==> src/rtl/id_ex_stage.sv <==
// ============================================================================
// Module   : id_ex_stage
// Purpose  : ID/EX pipeline register with load-use hazard detection, bubble
//            insertion and a saturating stall-cycle counter.
// Revision : 1.0  initial release
// ============================================================================
`default_nettype none

module id_ex_stage #(
   parameter int XLEN        = 32,
   parameter int STALL_CNT_W = 16
) (
   input  logic                   clk_i,
   input  logic                   rst_n_i,
   input  logic                   flush_i,
   input  logic [XLEN-1:0]        id_pc_i,
   input  logic [4:0]             id_rs1_i,
   input  logic [4:0]             id_rs2_i,
   input  logic [4:0]             id_rd_i,
   input  logic [XLEN-1:0]        id_rs1data_i,
   input  logic [XLEN-1:0]        id_rs2data_i,
   input  logic [XLEN-1:0]        id_imm_i,
   input  logic [9:0]             id_funct_i,
   input  logic [1:0]             id_aluop_i,
   input  logic                   id_alusrc_i,
   input  logic                   id_regwrite_i,
   input  logic                   id_memtoreg_i,
   input  logic                   id_memread_i,
   input  logic                   id_memwrite_i,
   input  logic                   id_branch_i,
   output logic [XLEN-1:0]        ex_pc_o,
   output logic [4:0]             ex_rs1_o,
   output logic [4:0]             ex_rs2_o,
   output logic [4:0]             ex_rd_o,
   output logic [XLEN-1:0]        ex_rs1data_o,
   output logic [XLEN-1:0]        ex_rs2data_o,
   output logic [XLEN-1:0]        ex_imm_o,
   output logic [9:0]             ex_funct_o,
   output logic [1:0]             ex_aluop_o,
   output logic                   ex_alusrc_o,
   output logic                   ex_regwrite_o,
   output logic                   ex_memtoreg_o,
   output logic                   ex_memread_o,
   output logic                   ex_memwrite_o,
   output logic                   ex_branch_o,
   output logic                   ex_valid_o,
   output logic                   stall_o,
   output logic [STALL_CNT_W-1:0] stall_cnt_o
);

   localparam logic [STALL_CNT_W-1:0] c_CNT_MAX = '1;
   localparam logic [STALL_CNT_W-1:0] c_CNT_ONE = {{(STALL_CNT_W-1){1'b0}}, 1'b1};

   logic [XLEN-1:0]        r_pc;
   logic [4:0]             r_rs1;
   logic [4:0]             r_rs2;
   logic [4:0]             r_rd;
   logic [XLEN-1:0]        r_rs1data;
   logic [XLEN-1:0]        r_rs2data;
   logic [XLEN-1:0]        r_imm;
   logic [9:0]             r_funct;
   logic [1:0]             r_aluop;
   logic                   r_alusrc;
   logic                   r_regwrite;
   logic                   r_memtoreg;
   logic                   r_memread;
   logic                   r_memwrite;
   logic                   r_branch;
   logic                   r_valid;
   logic [STALL_CNT_W-1:0] r_stall_cnt;

   logic w_hazard;
   logic w_bubble;

   // rs1/rs2 are compared regardless of instruction format, so an unused
   // source field that happens to match costs one spurious stall cycle.
   assign w_hazard = r_memread & r_valid & (r_rd != 5'd0) &
                     ((r_rd == id_rs1_i) | (r_rd == id_rs2_i));
   assign w_bubble = flush_i | w_hazard;

   always_ff @(posedge clk_i or negedge rst_n_i) begin
      if (!rst_n_i) begin
         r_pc        <= '0;
         r_rs1       <= '0;
         r_rs2       <= '0;
         r_rd        <= '0;
         r_rs1data   <= '0;
         r_rs2data   <= '0;
         r_imm       <= '0;
         r_funct     <= '0;
         r_aluop     <= '0;
         r_alusrc    <= 1'b0;
         r_regwrite  <= 1'b0;
         r_memtoreg  <= 1'b0;
         r_memread   <= 1'b0;
         r_memwrite  <= 1'b0;
         r_branch    <= 1'b0;
         r_valid     <= 1'b0;
         r_stall_cnt <= '0;
      end else begin
         // Data fields follow ID even on a bubble so EX contents stay deterministic.
         r_pc      <= id_pc_i;
         r_rs1     <= id_rs1_i;
         r_rs2     <= id_rs2_i;
         r_rs1data <= id_rs1data_i;
         r_rs2data <= id_rs2data_i;
         r_imm     <= id_imm_i;
         r_funct   <= id_funct_i;
         if (w_bubble) begin
            r_rd       <= '0;
            r_aluop    <= '0;
            r_alusrc   <= 1'b0;
            r_regwrite <= 1'b0;
            r_memtoreg <= 1'b0;
            r_memread  <= 1'b0;
            r_memwrite <= 1'b0;
            r_branch   <= 1'b0;
            r_valid    <= 1'b0;
         end else begin
            r_rd       <= id_rd_i;
            r_aluop    <= id_aluop_i;
            r_alusrc   <= id_alusrc_i;
            r_regwrite <= id_regwrite_i;
            r_memtoreg <= id_memtoreg_i;
            r_memread  <= id_memread_i;
            r_memwrite <= id_memwrite_i;
            r_branch   <= id_branch_i;
            r_valid    <= 1'b1;
         end
         if (w_hazard && (r_stall_cnt != c_CNT_MAX)) begin
            r_stall_cnt <= r_stall_cnt + c_CNT_ONE;
         end
      end
   end

   assign ex_pc_o       = r_pc;
   assign ex_rs1_o      = r_rs1;
   assign ex_rs2_o      = r_rs2;
   assign ex_rd_o       = r_rd;
   assign ex_rs1data_o  = r_rs1data;
   assign ex_rs2data_o  = r_rs2data;
   assign ex_imm_o      = r_imm;
   assign ex_funct_o    = r_funct;
   assign ex_aluop_o    = r_aluop;
   assign ex_alusrc_o   = r_alusrc;
   assign ex_regwrite_o = r_regwrite;
   assign ex_memtoreg_o = r_memtoreg;
   assign ex_memread_o  = r_memread;
   assign ex_memwrite_o = r_memwrite;
   assign ex_branch_o   = r_branch;
   assign ex_valid_o    = r_valid;
   assign stall_o       = w_hazard;
   assign stall_cnt_o   = r_stall_cnt;

endmodule

`default_nettype wire
==> config.mk <==
export PLATFORM = sky130hd
export DESIGN_NAME = id_ex_stage
export DESIGN_NICKNAME = d
export VERILOG_FILES = /design/src/rtl/id_ex_stage.sv
export SDC_FILE = /design/constraint.sdc
export NUM_CORES = 1
export LEC_CHECK = 0
export BUFFER_PORTS_ARGS = -buffer_cell sky130_fd_sc_hd__buf_2
export CORE_MARGIN = 10
export CORE_UTILIZATION = 35
export CTS_BUF_LIST = sky130_fd_sc_hd__clkbuf_8 sky130_fd_sc_hd__clkbuf_16
export CTS_CLUSTER_DIAMETER = 120
export DETAILED_ROUTE_END_ITERATION = 16
export HOLD_SLACK_MARGIN = 0.1
export PLACE_DENSITY = 0.69
export SYNTH_ARGS = -nofsm -noshare
export SYNTH_HDL_FRONTEND = slang
export SYNTH_SLANG_ARGS = --single-unit
==> constraint.sdc <==
create_clock -name clk_i -period 2.65 [get_ports clk_i]
set_clock_uncertainty 0.2 [all_clocks]
set_input_delay 0.6625 -clock clk_i [delete_from_list [all_inputs] [get_ports clk_i]]
set_output_delay 0.6625 -clock clk_i [all_outputs]
set_load 0.02 [all_outputs]
== Word-level counts from Yosys, hierarchy flattened ==
Cells that the tools add are included.
Word-level totals
  register bits after elaboration: 178
  input bits: 164
  output and inout port bits: 179
  word-level logic and storage cells: 37
Cells by class
  add/sub/neg operators: 1
  equal/unequal tests: 3
  muxes and demuxes: 9
  bitwise gates (word level): 5
  reductions and logical operators: 2
Operator list (number)
  16-bit by 1-bit adder with 16-bit output, second input constant: 1
  16-bit != test, second input constant: 1
  5-bit == test: 2
  1-bit 2-to-1 mux: 7
  5-bit 2-to-1 mux: 1
  5-bit nonzero test: 1
  1-bit AND: 3
  2-bit 2-to-1 mux: 1
  1-bit OR: 2
  1-bit logical AND: 1

== Depth between registers and ports, before layout ==
Gate-level depths: netlist of run 1.
  word-level depth: 5
  mapped depth: 6
  mapped depth without buffers: 6

== Worst setup path before layout of run 1 ==
OpenSTA, ideal clock, no wires.
  kind: input to output
  start point: input id_rs2_i[4]
  end point: output stall_o
  arrival time: 1673 ps
  required time: 1788 ps
  path slack: 115 ps
  stages: 5
  buffers on the path: 1
  cell sequence: xnor2_1 -> nand3_1 -> o22ai_2 -> buf_2 -> and2_1
On the way
  word-level cells in the longest chain between the ends: 3
RTL lines
  from (decl): line 18  | input logic [4:0] id_rs2_i,
  5-bit == test: line 78  | ((r_rd == id_rs1_i) | (r_rd == id_rs2_i));
  1-bit OR: line 78
  1-bit AND: line 77  | assign w_hazard = r_memread & r_valid & (r_rd != 5'd0) &
  to (decl): line 47  | output logic stall_o,
No other way between the ends.

== Worst setup path after layout of run 1 ==
  start point: register r_rd[3], in the netlist ex_rd_o[3]
  end point: output stall_o
On the way
  word-level cells in the longest chain between the ends: 3
  elaborated cells between the ends (all ways): 6
  those cells by class: eq/ne: 2; bitwise: 3; reduce/logical: 1
RTL lines
  from (decl): line 57  | logic [4:0] r_rd;
  from (signal assigned): line 120  | r_rd <= id_rd_i;
  5-bit == test / 5-bit nonzero test (equally long branches): line 78, 77
  1-bit OR / 1-bit AND (equally long branches): line 78, 77
  1-bit AND *: line 77
Mark *: on every way between the ends. The rest lies on a longest branch, timed or not.

==> out/summary.txt, run 1 <==
Max clock buf depth - 2
Crit Path Max Fanout - 4
Vias/cell - 4.315
Final Power - 0.006004 W
Seq/Total Area, Yosys - 87.21%
worst path buffer plus inverter count - 1
Die H - 140.8 microns
Register Area - 4454 sq um
final instance area - 7766 sq um
Crit-path slowest cell - or4_4
Setup violations, final - 1
fin worst setup slack - -0.1042 ns
DR iter-0 viols - 83
chip width - 140.8 microns
Core Rows - 44
Finished Core Util - 53.84%
fmax - 363.1 MHz
final hold violation count - 0
Cell Pwr Density - 773.1 nW/um^2
total nets after synthesis - 434
Routed Antenna Nets - 0
Flop pwr share - 48.3%
Syn-to-layout area delta - 52.06%
I/O Pins - 343
Synth area leader - dfrtp_1
synth warn - 0
synthesized instance count - 269
Post-DP HPWL - 13870 microns
CP Class - flip-flop to primary output
Mapped Area - 5107 sq um
failing checks - setup timing
initial antenna violation count - 1
Least-Margin Pin Slew - 0.4506 ns
area of the multi-input gates - 639.4 sq um
Largest delay share family, worst path - simple AND/OR/NAND/NOR gates
Req. time, crit path - 1.79 ns
CTS root buf - clkbuf_16
Switch Pwr - 0.001479 W
Lkg Pwr - 4.077 nW
vias after detailed routing - 3620
ranking of synthesized cells by area - dfrtp_1 87%, xnor2_1 3.9%, and2_1 1.7%, nand3_1 1.2%, and3_1 0.86%
GR Overflow Total - 0
post-synthesis average cell area - 18.99 sq um
drt first pass iters - 4
pre-CTS setup slack - 0.1410 ns
Logic pwr share - 9.9%
final estimated routing congestion in global placement - 0.8542
# H-tree levels - 4
startpoint types - flip-flop
Pins Over Slew Limit - 0
Tmin final - 2.754 ns
share of the synthesized area in the top cell type - 87.21%
CTS Sinks - 178
crit share post-route - 103.9%
Layout Nets - 806
top_reg_cell synth - dfrtp_1
CP Capture Type - primary output
Placed Area - 7104 sq um
CTS tree - yes
min-delay worst type - input port to flip-flop
slew margin rel. - 69.96%
WL final - 16740 microns
Max stage delay on crit path - 0.51 ns
vias in the first global route - 4091
max_cap viols - 0
port bufs - 342
most frequent cells in the layout - 340 x buf_2, 178 x dfrtp_1, 23 x xnor2_1
TritonCTS Buffers - 17
Reg clk slew, reported paths - 0.07 ns
layout filler cell count - 1232
core area - 14420 sq um
Cell Int Power - 0.004525 W
Post-synth ARST share - 100.0%
drt drc - 0
number of synthesized flops with an enable pin - 0
die area - 19820 sq um
commonest non-fill, non-tap cell in the layout - buf_2
Clock Latency Late Sink - 0.43 ns
critical-path cell list - or4_4 -> o211a_4 -> and2_4 -> buf_6
post-placement cell count - 800
largest net degree at the start of global routing - 52
crit path DAT - 1.89 ns
post-synth cell types - 25
VDD IR max - 0.4430 mV
first-pass GRT wire length - 24750 microns
flip-flop and latch count after synthesis - 178
Finished Layout Cells - 839
GRT Total Usage - 16.61%
RSZ-0062 raised after global routing - yes
share of layout cells above drive strength 1 - 60.09%
sw frac - 24.64%
clock share of power - 41.9%
routed len/inst - 19.95 microns
outcome - complete, but fails checks
Initial Utilization - 35.41%
-- state kept, by name, indices dropped and copies added, names as in the netlist --
register / flops
ex_memtoreg_o: 1
ex_rd_o: 5
stall_cnt_o: 16
ex_funct_o: 10
ex_regwrite_o: 1
ex_pc_o: 32
ex_branch_o: 1
ex_rs1data_o: 32
ex_rs1_o: 5
ex_alusrc_o: 1
ex_rs2data_o: 32
ex_imm_o: 32
ex_aluop_o: 2
ex_memwrite_o: 1
ex_memread_o: 1
ex_rs2_o: 5
ex_valid_o: 1
-- power by group through the flow --
stage | clock network, W | logic [W] | registers [W]
after global placement | 0 | 0.000588 | 0.00295
final | 0.00251 | 0.000592 | 0.00290
after CTS | 0.00259 | 0.000608 | 0.00290
after detailed placement | 0 | 0.000598 | 0.00295
after floorplan | 0 | 0.0000509 | 0.00313
after global routing | 0.00268 | 0.000642 | 0.00291
-- cells in the mapped netlist, drive strengths merged (2+ instances only) --
cell type,number
dfrtp,178
xnor2,23
and2,14
nand3,12
nand2,9
and3,7
nand4,4
a21oi,3
buf,2
nand3b,2
nor2,2
nor3,2
xor2,2
-- metrics by stage --
step	setup TNS [ns]	hold slack, ns
after floorplan	0	0.1669
after global placement	0	0.2758
after detailed placement	0	0.2843
after CTS	-0.2259	0.1064
after global routing	-0.1507	0.1112
final	-0.1042	0.1306
-- routing by layer --
metal	vias up	global-route usage [%]	wire, microns	part of all wire (%)
met5	-	0	0	0
met2	190	28.72	8922	53
met1	1780	16.65	5721	34
li1	1629	-	-	-
met4	0	6.685	294	1.8
met3	21	8.297	1798	11
-- final cells by class --
class	count	area share, %
Antenna cell	1	0.03222
Sequential cell	178	57.35
Clock buffer	19	5.832
Clock inverter	13	1.933
Timing Repair Buffer	355	23.65
Tap cell	184	2.964
Multi-Input combinational cell	89	8.233
-- final timing paths --
path                            cells past startpoint  slack, ns              from          endpoint
worst max-delay path                                4      -0.10        ex_rd_o[3]           stall_o
worst min-delay path                                1       0.13  id_rs2data_i[24]  ex_rs2data_o[24]
worst max register to register                      6       0.38        ex_rd_o[3]    stall_cnt_o[1]
worst min register to register                      1       0.29    stall_cnt_o[6]    stall_cnt_o[6]
max in group asynchronous                           3       1.00           rst_n_i  ex_rs1data_o[24]
min in group asynchronous                           2       0.55           rst_n_i       ex_imm_o[1]
-- kinds of logic (layout without fill, tap and decap cells) --
kind of cell               after synthesis  in the layout  share of synthesized area, %
DFF                                    178            178                         87.21
and+or+nand+nor                         56             56                         6.296
xor gates and xnor gates                25             25                         4.287
AOI/OAI and AO/OA                        6              6                         1.421
buffers and inverters                    2            387                        0.3184
adders and majority gates                1              1                        0.2449
muxes                                    1              1                        0.2205
other                                    0              1                             0
-- repair_timing --
item	CTS	global route
setup endpoints to repair	1	1
hold buffers	1	0
pin swaps	2	2
endpoints found under the hold margin	41	0
resized for setup	3	0
buffers inserted	4	1
(Power assumes the default switching activity.)
==> run 2, diff against run 1 <==
--- a/config.mk
+++ b/config.mk
@@ -6,13 +6,14 @@
 export NUM_CORES = 1
 export LEC_CHECK = 0
 export BUFFER_PORTS_ARGS = -buffer_cell sky130_fd_sc_hd__buf_2
+export CORE_ASPECT_RATIO = 1.25
 export CORE_MARGIN = 10
 export CORE_UTILIZATION = 35
 export CTS_BUF_LIST = sky130_fd_sc_hd__clkbuf_8 sky130_fd_sc_hd__clkbuf_16
 export CTS_CLUSTER_DIAMETER = 120
 export DETAILED_ROUTE_END_ITERATION = 16
 export HOLD_SLACK_MARGIN = 0.1
-export PLACE_DENSITY = 0.69
+export PLACE_DENSITY = 0.72
 export SYNTH_ARGS = -nofsm -noshare
 export SYNTH_HDL_FRONTEND = slang
 export SYNTH_SLANG_ARGS = --single-unit
==> constraint.sdc (replaced) <==
create_clock -name clk_i -period 2.5 [get_ports clk_i]
set_clock_uncertainty 0.2 [all_clocks]
set_input_delay 0.625 -clock clk_i [delete_from_list [all_inputs] [get_ports clk_i]]
set_output_delay 0.625 -clock clk_i [all_outputs]
set_load 0.02 [all_outputs]
==> run 2 against run 1 <==
The flow still finishes with violations (setup timing). Sequential share of layout area is 8.1 points lower. Non-clock buffer count is 128 higher. Utilization is 9.2 points higher. Via count is 18% higher. Sequential power is 6% higher. Critical path type unchanged. Critical endpoint unchanged. Highest routed layer is now met5.
==> out/summary.txt, run 2 (same netlist as run 1, synthesis figures left out) <==
outcome - complete, but fails checks (unchanged)
failing checks - setup timing (unchanged)
layout filler cell count - 1051 (was 1232)
Crit Path Max Fanout - 2 (was 4)
fin worst setup slack - -0.1964 ns (was -0.1042 ns)
CTS root buf - clkbuf_16 (unchanged)
CP Class - flip-flop to primary output (unchanged)
Worst R2R Start - ex_rd_o[3] (unchanged)
CTS tree - yes (unchanged)
routed len/inst - 20.93 microns (was 19.95 microns)
Routed Antenna Nets - 0 (unchanged)
Setup crit end - stall_o (unchanged)
crit path from - ex_rd_o[3] (unchanged)
Req. time, crit path - 1.67 ns (was 1.79 ns)
core area - 14350 sq um (was 14420 sq um)
chip width - 128.0 microns (was 140.8 microns)
CTS Sinks - 178 (unchanged)
Least-Margin Pin Slew - 0.5183 ns (was 0.4506 ns)
vias in the first global route - 5020 (was 4091)
Setup violations, final - 1 (unchanged)
share of layout cells above drive strength 1 - 49.87% (was 60.09%)
VDD IR max - 0.6425 mV (was 0.4430 mV)
final hold violation count - 0 (unchanged)
WL final - 20170 microns (was 16740 microns)
min-delay worst type - input port to flip-flop (unchanged)
crit path DAT - 1.87 ns (was 1.89 ns)
slew margin rel. - 65.45% (was 69.96%)
setup_tns - -0.1964 ns (was -0.1042 ns)
I/O Pins - 343 (unchanged)
Syn-to-layout area delta - 77.12% (was 52.06%)
initial antenna violation count - 4 (was 1)
RSZ-0062 raised after global routing - yes (unchanged)
die area - 19850 sq um (was 19820 sq um)
Post-DP HPWL - 13930 microns (was 13870 microns)
Cell Int Power - 0.004901 W (was 0.004525 W)
max_cap viols - 0 (unchanged)
Logic pwr share - 12.4% (was 9.9%)
Reg2Reg Depth - 6 (unchanged)
drt drc - 0 (unchanged)
startpoint types - flip-flop (unchanged)
drt first pass iters - 4 (unchanged)
largest net degree at the start of global routing - 53 (was 52)
crit share post-route - 107.9%
Tmin final - 2.696 ns
Max clock buf depth - 2 (unchanged)
DR iter-0 viols - 151 (was 83)
GRT Total Usage - 20.16% (was 16.61%)
Vias/cell - 4.428 (was 4.315)
port bufs - 342 (unchanged)
most frequent cells in the layout - 340 x buf_2, 178 x dfrtp_1, 130 x dlygate4sd3_1 (was 340 x buf_2, 178 x dfrtp_1, 23 x xnor2_1)
GR Overflow Total - 0 (unchanged)
final instance area - 9046 sq um (was 7766 sq um)
commonest non-fill, non-tap cell in the layout - buf_2 (unchanged)
setup slack, reg-to-reg - 0.24 ns (was 0.38 ns)
Lkg Pwr - 4.624 nW (was 4.077 nW)
CP Capture Type - primary output (unchanged)
sw frac - 24.87% (was 24.64%)
Switch Pwr - 0.001622 W (was 0.001479 W)
RR Endpoint - stall_cnt_o[1] (unchanged)
Placed Area - 7109 sq um (was 7104 sq um)
fmax - 370.9 MHz
final estimated routing congestion in global placement - 0.8546 (was 0.8542)
Layout Nets - 934 (was 806)
Flop pwr share - 47.2% (was 48.3%)
# H-tree levels - 4 (unchanged)
first-pass GRT wire length - 29950 microns (was 24750 microns)
Die H - 155.1 microns (was 140.8 microns)
Cell Pwr Density - 721.2 nW/um^2 (was 773.1 nW/um^2)
Initial Utilization - 35.60% (was 35.41%)
Core Rows - 49 (was 44)
Clock Latency Late Sink - 0.42 ns (was 0.43 ns)
TritonCTS Buffers - 17 (unchanged)
clock share of power - 40.3% (was 41.9%)
Reg clk slew, reported paths - 0.06 ns (was 0.07 ns)
vias after detailed routing - 4269 (was 3620)
Pins Over Slew Limit - 0 (unchanged)
==> run 2: cell count changes in the layout (fill, tap and decap cells not counted), sizes merged <==
cell / delta
diode: +3
clkbuf: -1
dlygate4sd3: +129
clkinvlp: -2
clkinv: -2
inv: +5
buf: -1
==> run 2: worst min-delay path by stage <==
stage | to | startpoint | slack [ns] | cells past startpoint
after global placement | stall_cnt_o[9] | stall_cnt_o[9] | 0.28 | 1
after global routing | ex_imm_o[14] | id_imm_i[14] | 0.10 | 1
after CTS | ex_pc_o[22] | id_pc_i[22] | 0.10 | 1
after detailed placement | stall_cnt_o[6] | stall_cnt_o[6] | 0.28 | 1
final | ex_pc_o[9] | id_pc_i[9] | 0.12 | 1
after floorplan | ex_aluop_o[0] | rst_n_i | 0.13 | 0
==> run 2: layer usage <==
metal / share of wire (%) / track usage, %
met1: 31 / 18.80
met2: 53 / 34.69
met3: 12 / 10.20
met4: 4.5 / 11.28
met5: 0.059 / 0
==> run 2: cell type report <==
| type | instances | area (sq um) | area share, % |
|---|---|---|---|
| antenna | 4 | 10.01 | 0.1107 |
| multi-input combinational | 89 | 639.4 | 7.068 |
| clock buffer | 18 | 439.2 | 4.855 |
| clock inverter | 14 | 147.6 | 1.632 |
| tap | 178 | 222.7 | 2.462 |
| timing repair buffer | 483 | 3133 | 34.63 |
| sequential | 178 | 4454 | 49.24 |
==> run 2: power groups by stage <==
stage | sequential, W | clock [W] | combinational [W]
after floorplan | 0.00332 | 0 | 0.0000539
after global placement | 0.00312 | 0 | 0.000627
after detailed placement | 0.00313 | 0 | 0.000637
after CTS | 0.00307 | 0.00268 | 0.000808
after global routing | 0.00309 | 0.00282 | 0.000873
final | 0.00308 | 0.00263 | 0.000812
==> run 2: repair_timing <==
item | in CTS | in global routing
hold buffers | 127 | 3
gates cloned | 0 | 0
pin swaps | 2 | 2
endpoints found under the hold margin | 173 | 3
setup buffers | 4 | 0
gates resized for setup | 3 | 0
setup endpoints to repair | 1 | 1
==> run 2: per-stage QoR <==
step	utilization (%)	instances	hold WS, ns	setup slack [ns]	total power, W
after floorplan	-	269	0.1294	0.03985	0.003371
after global placement	49.56	794	0.2796	0.1344	0.003749
after detailed placement	49.56	794	0.2811	0.09815	0.003766
after CTS	62.78	957	0.1002	-0.2418	0.006563
after global routing	63.04	963	0.1003	-0.2580	0.006789
final	63.06	964	0.1224	-0.1964	0.006524
==> run 2: worst max-delay path, cell delays in order (launching register included) <==
cell,delay (ns)
dfrtp_1,0.38
or4_4,0.55
o211a_4,0.25
and2_4,0.15
buf_6,0.12
==> run 3, diff against run 2 <==
==> config.mk (replaced) <==
export PLATFORM = sky130hd
export DESIGN_NAME = id_ex_stage
export DESIGN_NICKNAME = d
export VERILOG_FILES = /design/src/rtl/id_ex_stage.sv
export SDC_FILE = /design/constraint.sdc
export NUM_CORES = 1
export LEC_CHECK = 0
export CORE_AREA = 10 10 126 128
export CTS_BUF_LIST = sky130_fd_sc_hd__clkbuf_8 sky130_fd_sc_hd__clkbuf_16
export CTS_CLUSTER_DIAMETER = 120
export DETAILED_ROUTE_END_ITERATION = 16
export DIE_AREA = 0 0 136 138
export DONT_BUFFER_PORTS = 1
export HOLD_SLACK_MARGIN = 0.1
export SYNTH_ARGS = -nofsm -noshare
export SYNTH_HDL_FRONTEND = slang
export SYNTH_SLANG_ARGS = --single-unit
==> run 3 against run 2 <==
The flow now stops in clock tree synthesis (4_1_cts). Synthesized cell count stayed put. Synthesized area unchanged.
==> out/summary.txt, run 3 <==
outcome - aborted with a tool error (was complete, but fails checks)
Halt Stage - clock tree synthesis (4_1_cts)
Err - [ERROR RSZ-0060] Max buffer count reached.
top_reg_cell synth - dfrtp_1 (unchanged)
Post-synth ARST share - 100.0% (unchanged)
synth warn - 0 (unchanged)
CTS Sinks - 178 (unchanged)
Post-DP HPWL - 12520 microns (was 13930 microns)
post-synth cell types - 25 (unchanged)
# hold bufs at CTS - 101 (was 127)
I/O Pins - 343 (unchanged)
synthesized instance count - 269 (unchanged)
post-synthesis average cell area - 18.99 sq um (unchanged)
ranking of synthesized cells by area - dfrtp_1 87%, xnor2_1 3.9%, and2_1 1.7%, nand3_1 1.2%, and3_1 0.86% (unchanged)
TritonCTS Buffers - 17 (unchanged)
Resized cells post-CTS - 2 (was 3)
Die H - 138 microns (was 155.1 microns)
most frequent cell after synthesis - dfrtp_1 (unchanged)
total nets after synthesis - 434 (unchanged)
flip-flop and latch count after synthesis - 178 (unchanged)
# H-tree levels - 4 (unchanged)
CTS root buf - clkbuf_16 (unchanged)
port bufs - 0 (was 342)
chip width - 136 microns (was 128.0 microns)
final estimated routing congestion in global placement - 0.8694 (was 0.8546)
post-CTS setup buffers - 5 (was 4)
Mapped Area - 5107 sq um (unchanged)
Synth area leader - dfrtp_1 (unchanged)
Initial Utilization - 37.82% (was 35.60%)
share of the synthesized area in the top cell type - 87.21% (unchanged)
Core Rows - 43 (was 49)
number of synthesized flops with an enable pin - 0 (unchanged)
Commonest cells post-synth - 178 x dfrtp_1, 23 x xnor2_1, 14 x and2_1, 12 x nand3_1, 9 x nand2_1 (unchanged)
Seq/Total Area, Yosys - 87.21% (unchanged)
post-placement cell count - 458 (was 794)
Max clock buf depth - 2 (unchanged)
==> run 3: cell counts after synthesis <==
No cell type changed its count.
==> run 3: cells by family after synthesis <==
group / synth area share (%)
flip-flops: 87.21
AND/OR/NAND/NOR: 6.296
XOR/XNOR: 4.287
AO/OA/AOI/OAI: 1.421
buffers and inverters: 0.3184
multiplexers: 0.2205
adder cells (fa/ha/maj): 0.2449
==> run 3: through the flow <==
stage               worst slack, ns  utilization [%]  area [sq um]
detailed placement           0.1661            39.98          5399
global placement             0.1758            39.98          5399
floorplan                   0.03985                -          5107
==> run 4, diff against run 3 <==
==> config.mk (replaced) <==
export PLATFORM = sky130hd
export DESIGN_NAME = id_ex_stage
export DESIGN_NICKNAME = d
export VERILOG_FILES = /design/src/rtl/id_ex_stage.sv
export SDC_FILE = /design/constraint.sdc
export NUM_CORES = 1
export LEC_CHECK = 0
export CORE_MARGIN = 10
export CORE_UTILIZATION = 26
export DETAILED_ROUTE_END_ITERATION = 16
export DONT_BUFFER_PORTS = 1
export PLACE_DENSITY_LB_ADDON = 0.15
export SYNTH_ARGS = -nofsm -noshare
export SYNTH_HDL_FRONTEND = slang
export SYNTH_SLANG_ARGS = --single-unit
==> constraint.sdc (replaced) <==
create_clock -name clk_i -period 3.2 [get_ports clk_i]
set_clock_uncertainty 0.2 [all_clocks]
set_input_delay 0.8 -clock clk_i [delete_from_list [all_inputs] [get_ports clk_i]]
set_output_delay 0.8 -clock clk_i [all_outputs]
set_load 0.02 [all_outputs]
==> run 4 against run 3 <==
The flow now finishes, with violations (hold timing).
==> out/summary.txt, run 4 (same netlist as run 1, synthesis figures left out) <==
outcome - complete, but fails checks (was aborted with a tool error)
failing checks - hold timing
Cell Pwr Density - 791.9 nW/um^2
Flop pwr share - 53.8%
post-CTS setup buffers - 0 (was 5)
TritonCTS Buffers - 17 (unchanged)
Initial Utilization - 26.33% (was 37.82%)
CP Capture Type - primary output
Crit Path Max Fanout - 5
Setup violations, final - 0
CP Class - flip-flop to primary output
Post-DP HPWL - 12330 microns (was 12520 microns)
crit path DAT - 2.06 ns
Tmin final - 3.063 ns
vias after detailed routing - 2327
first-pass GRT wire length - 21670 microns
Reg clk slew, reported paths - 0.07 ns
final instance area - 6067 sq um
share of layout cells above drive strength 1 - 13.33%
Vias/cell - 4.097
sw frac - 24.99%
Syn-to-layout area delta - 18.79%
crit share post-route - 95.73%
Die H - 160.2 microns (was 138 microns)
hold_ws - -0.1380 ns
slew margin rel. - 71.99%
DR iter-0 viols - 112
VDD IR max - 0.3614 mV
Switch Pwr - 0.001201 W
Core Rows - 51 (was 43)
Cell Int Power - 0.003604 W
drt drc - 0
pre-CTS setup slack - 0.5677 ns (was 0.1661 ns)
min-delay worst type - input port to asynchronous set/reset pin
I/O Pins - 343 (unchanged)
final estimated routing congestion in global placement - 0.6826 (was 0.8694)
Layout Nets - 452
fmax - 326.5 MHz
CTS Sinks - 178 (unchanged)
# H-tree levels - 4 (unchanged)
drt first pass iters - 4
fin worst setup slack - 0.1367 ns
initial antenna violation count - 5
Resized cells post-CTS - 0 (was 2)
Pins Over Slew Limit - 0
most frequent cells in the layout - 178 x dfrtp_1, 23 x xnor2_1, 17 x clkbuf_16
final hold violation count - 178
chip width - 160.2 microns (was 136 microns)
WL final - 15410 microns
max_cap viols - 0
Least-Margin Pin Slew - 0.4201 ns
core area - 19400 sq um
CTS root buf - clkbuf_16 (unchanged)
GRT Total Usage - 11.76%
Lkg Pwr - 2.645 nW
commonest non-fill, non-tap cell in the layout - dfrtp_1
Placed Area - 5430 sq um (was 5399 sq um)
startpoint types - flip-flop
Routed Antenna Nets - 0
vias in the first global route - 2712
RSZ-0062 raised after global routing - no
port bufs - 0 (unchanged)
Logic pwr share - 1.0%
Max clock buf depth - 2 (unchanged)
largest net degree at the start of global routing - 179
Req. time, crit path - 2.20 ns
routed len/inst - 27.14 microns
CTS tree - yes
die area - 25650 sq um
GR Overflow Total - 0
Finished Core Util - 31.28%
Clock Latency Late Sink - 0.42 ns
setup_tns - 0 ns
clock share of power - 45.2%
## run 4: per-stage QoR
stage	std cells	power, W
floorplan	269	0.002634
global placement	533	0.002690
detailed placement	533	0.002687
CTS	565	0.004895
global route	567	0.005005
finish	568	0.004805
## run 4: worst paths after layout
path	from	to	slack, ns	cells after the start
min in group clk_i	id_funct_i[9]	ex_funct_o[9]	0.20	0
min reg2reg	stall_cnt_o[8]	stall_cnt_o[8]	0.46	1
min	rst_n_i	stall_cnt_o[4]	-0.14	0
max reg2reg	stall_cnt_o[0]	stall_cnt_o[1]	0.82	6
max	ex_rd_o[1]	stall_o	0.14	3
max in group asynchronous	rst_n_i	ex_rs1data_o[28]	2.60	0
## run 4: per-layer routing
layer	track usage [%]	wire, microns	up-vias
met4	3.130	114	0
li1	-	-	923
met1	11.49	5321	1188
met5	0	0	-
met2	19.88	7891	205
met3	8.021	2085	11
## run 4: critical path, stage by stage, from the launching register on
cell and delay, ns:
dfrtp_1 0.51, or4_4 0.61, o211a_4 0.28, and2_1 0.24
## run 4: power groups by stage
stage / registers [W] / clock network (W) / logic [W]
CTS: 0.00259 / 0.00225 / 0.0000494
global route: 0.00260 / 0.00235 / 0.0000550
finish: 0.00259 / 0.00217 / 0.0000486
detailed placement: 0.00264 / 0 / 0.0000496
floorplan: 0.00259 / 0 / 0.0000421
global placement: 0.00264 / 0 / 0.0000490
## run 4: cell type report
class                           instances  area (sq um)
Antenna cell                            3         7.507
Clock inverter                         14         190.2
Timing Repair Buffer                    1         7.507
Fill cell                            1936         13330
Sequential cell                       178          4454
Tap cell                              265         331.6
Clock buffer                           18         439.2
Multi-Input combinational cell         89         636.9
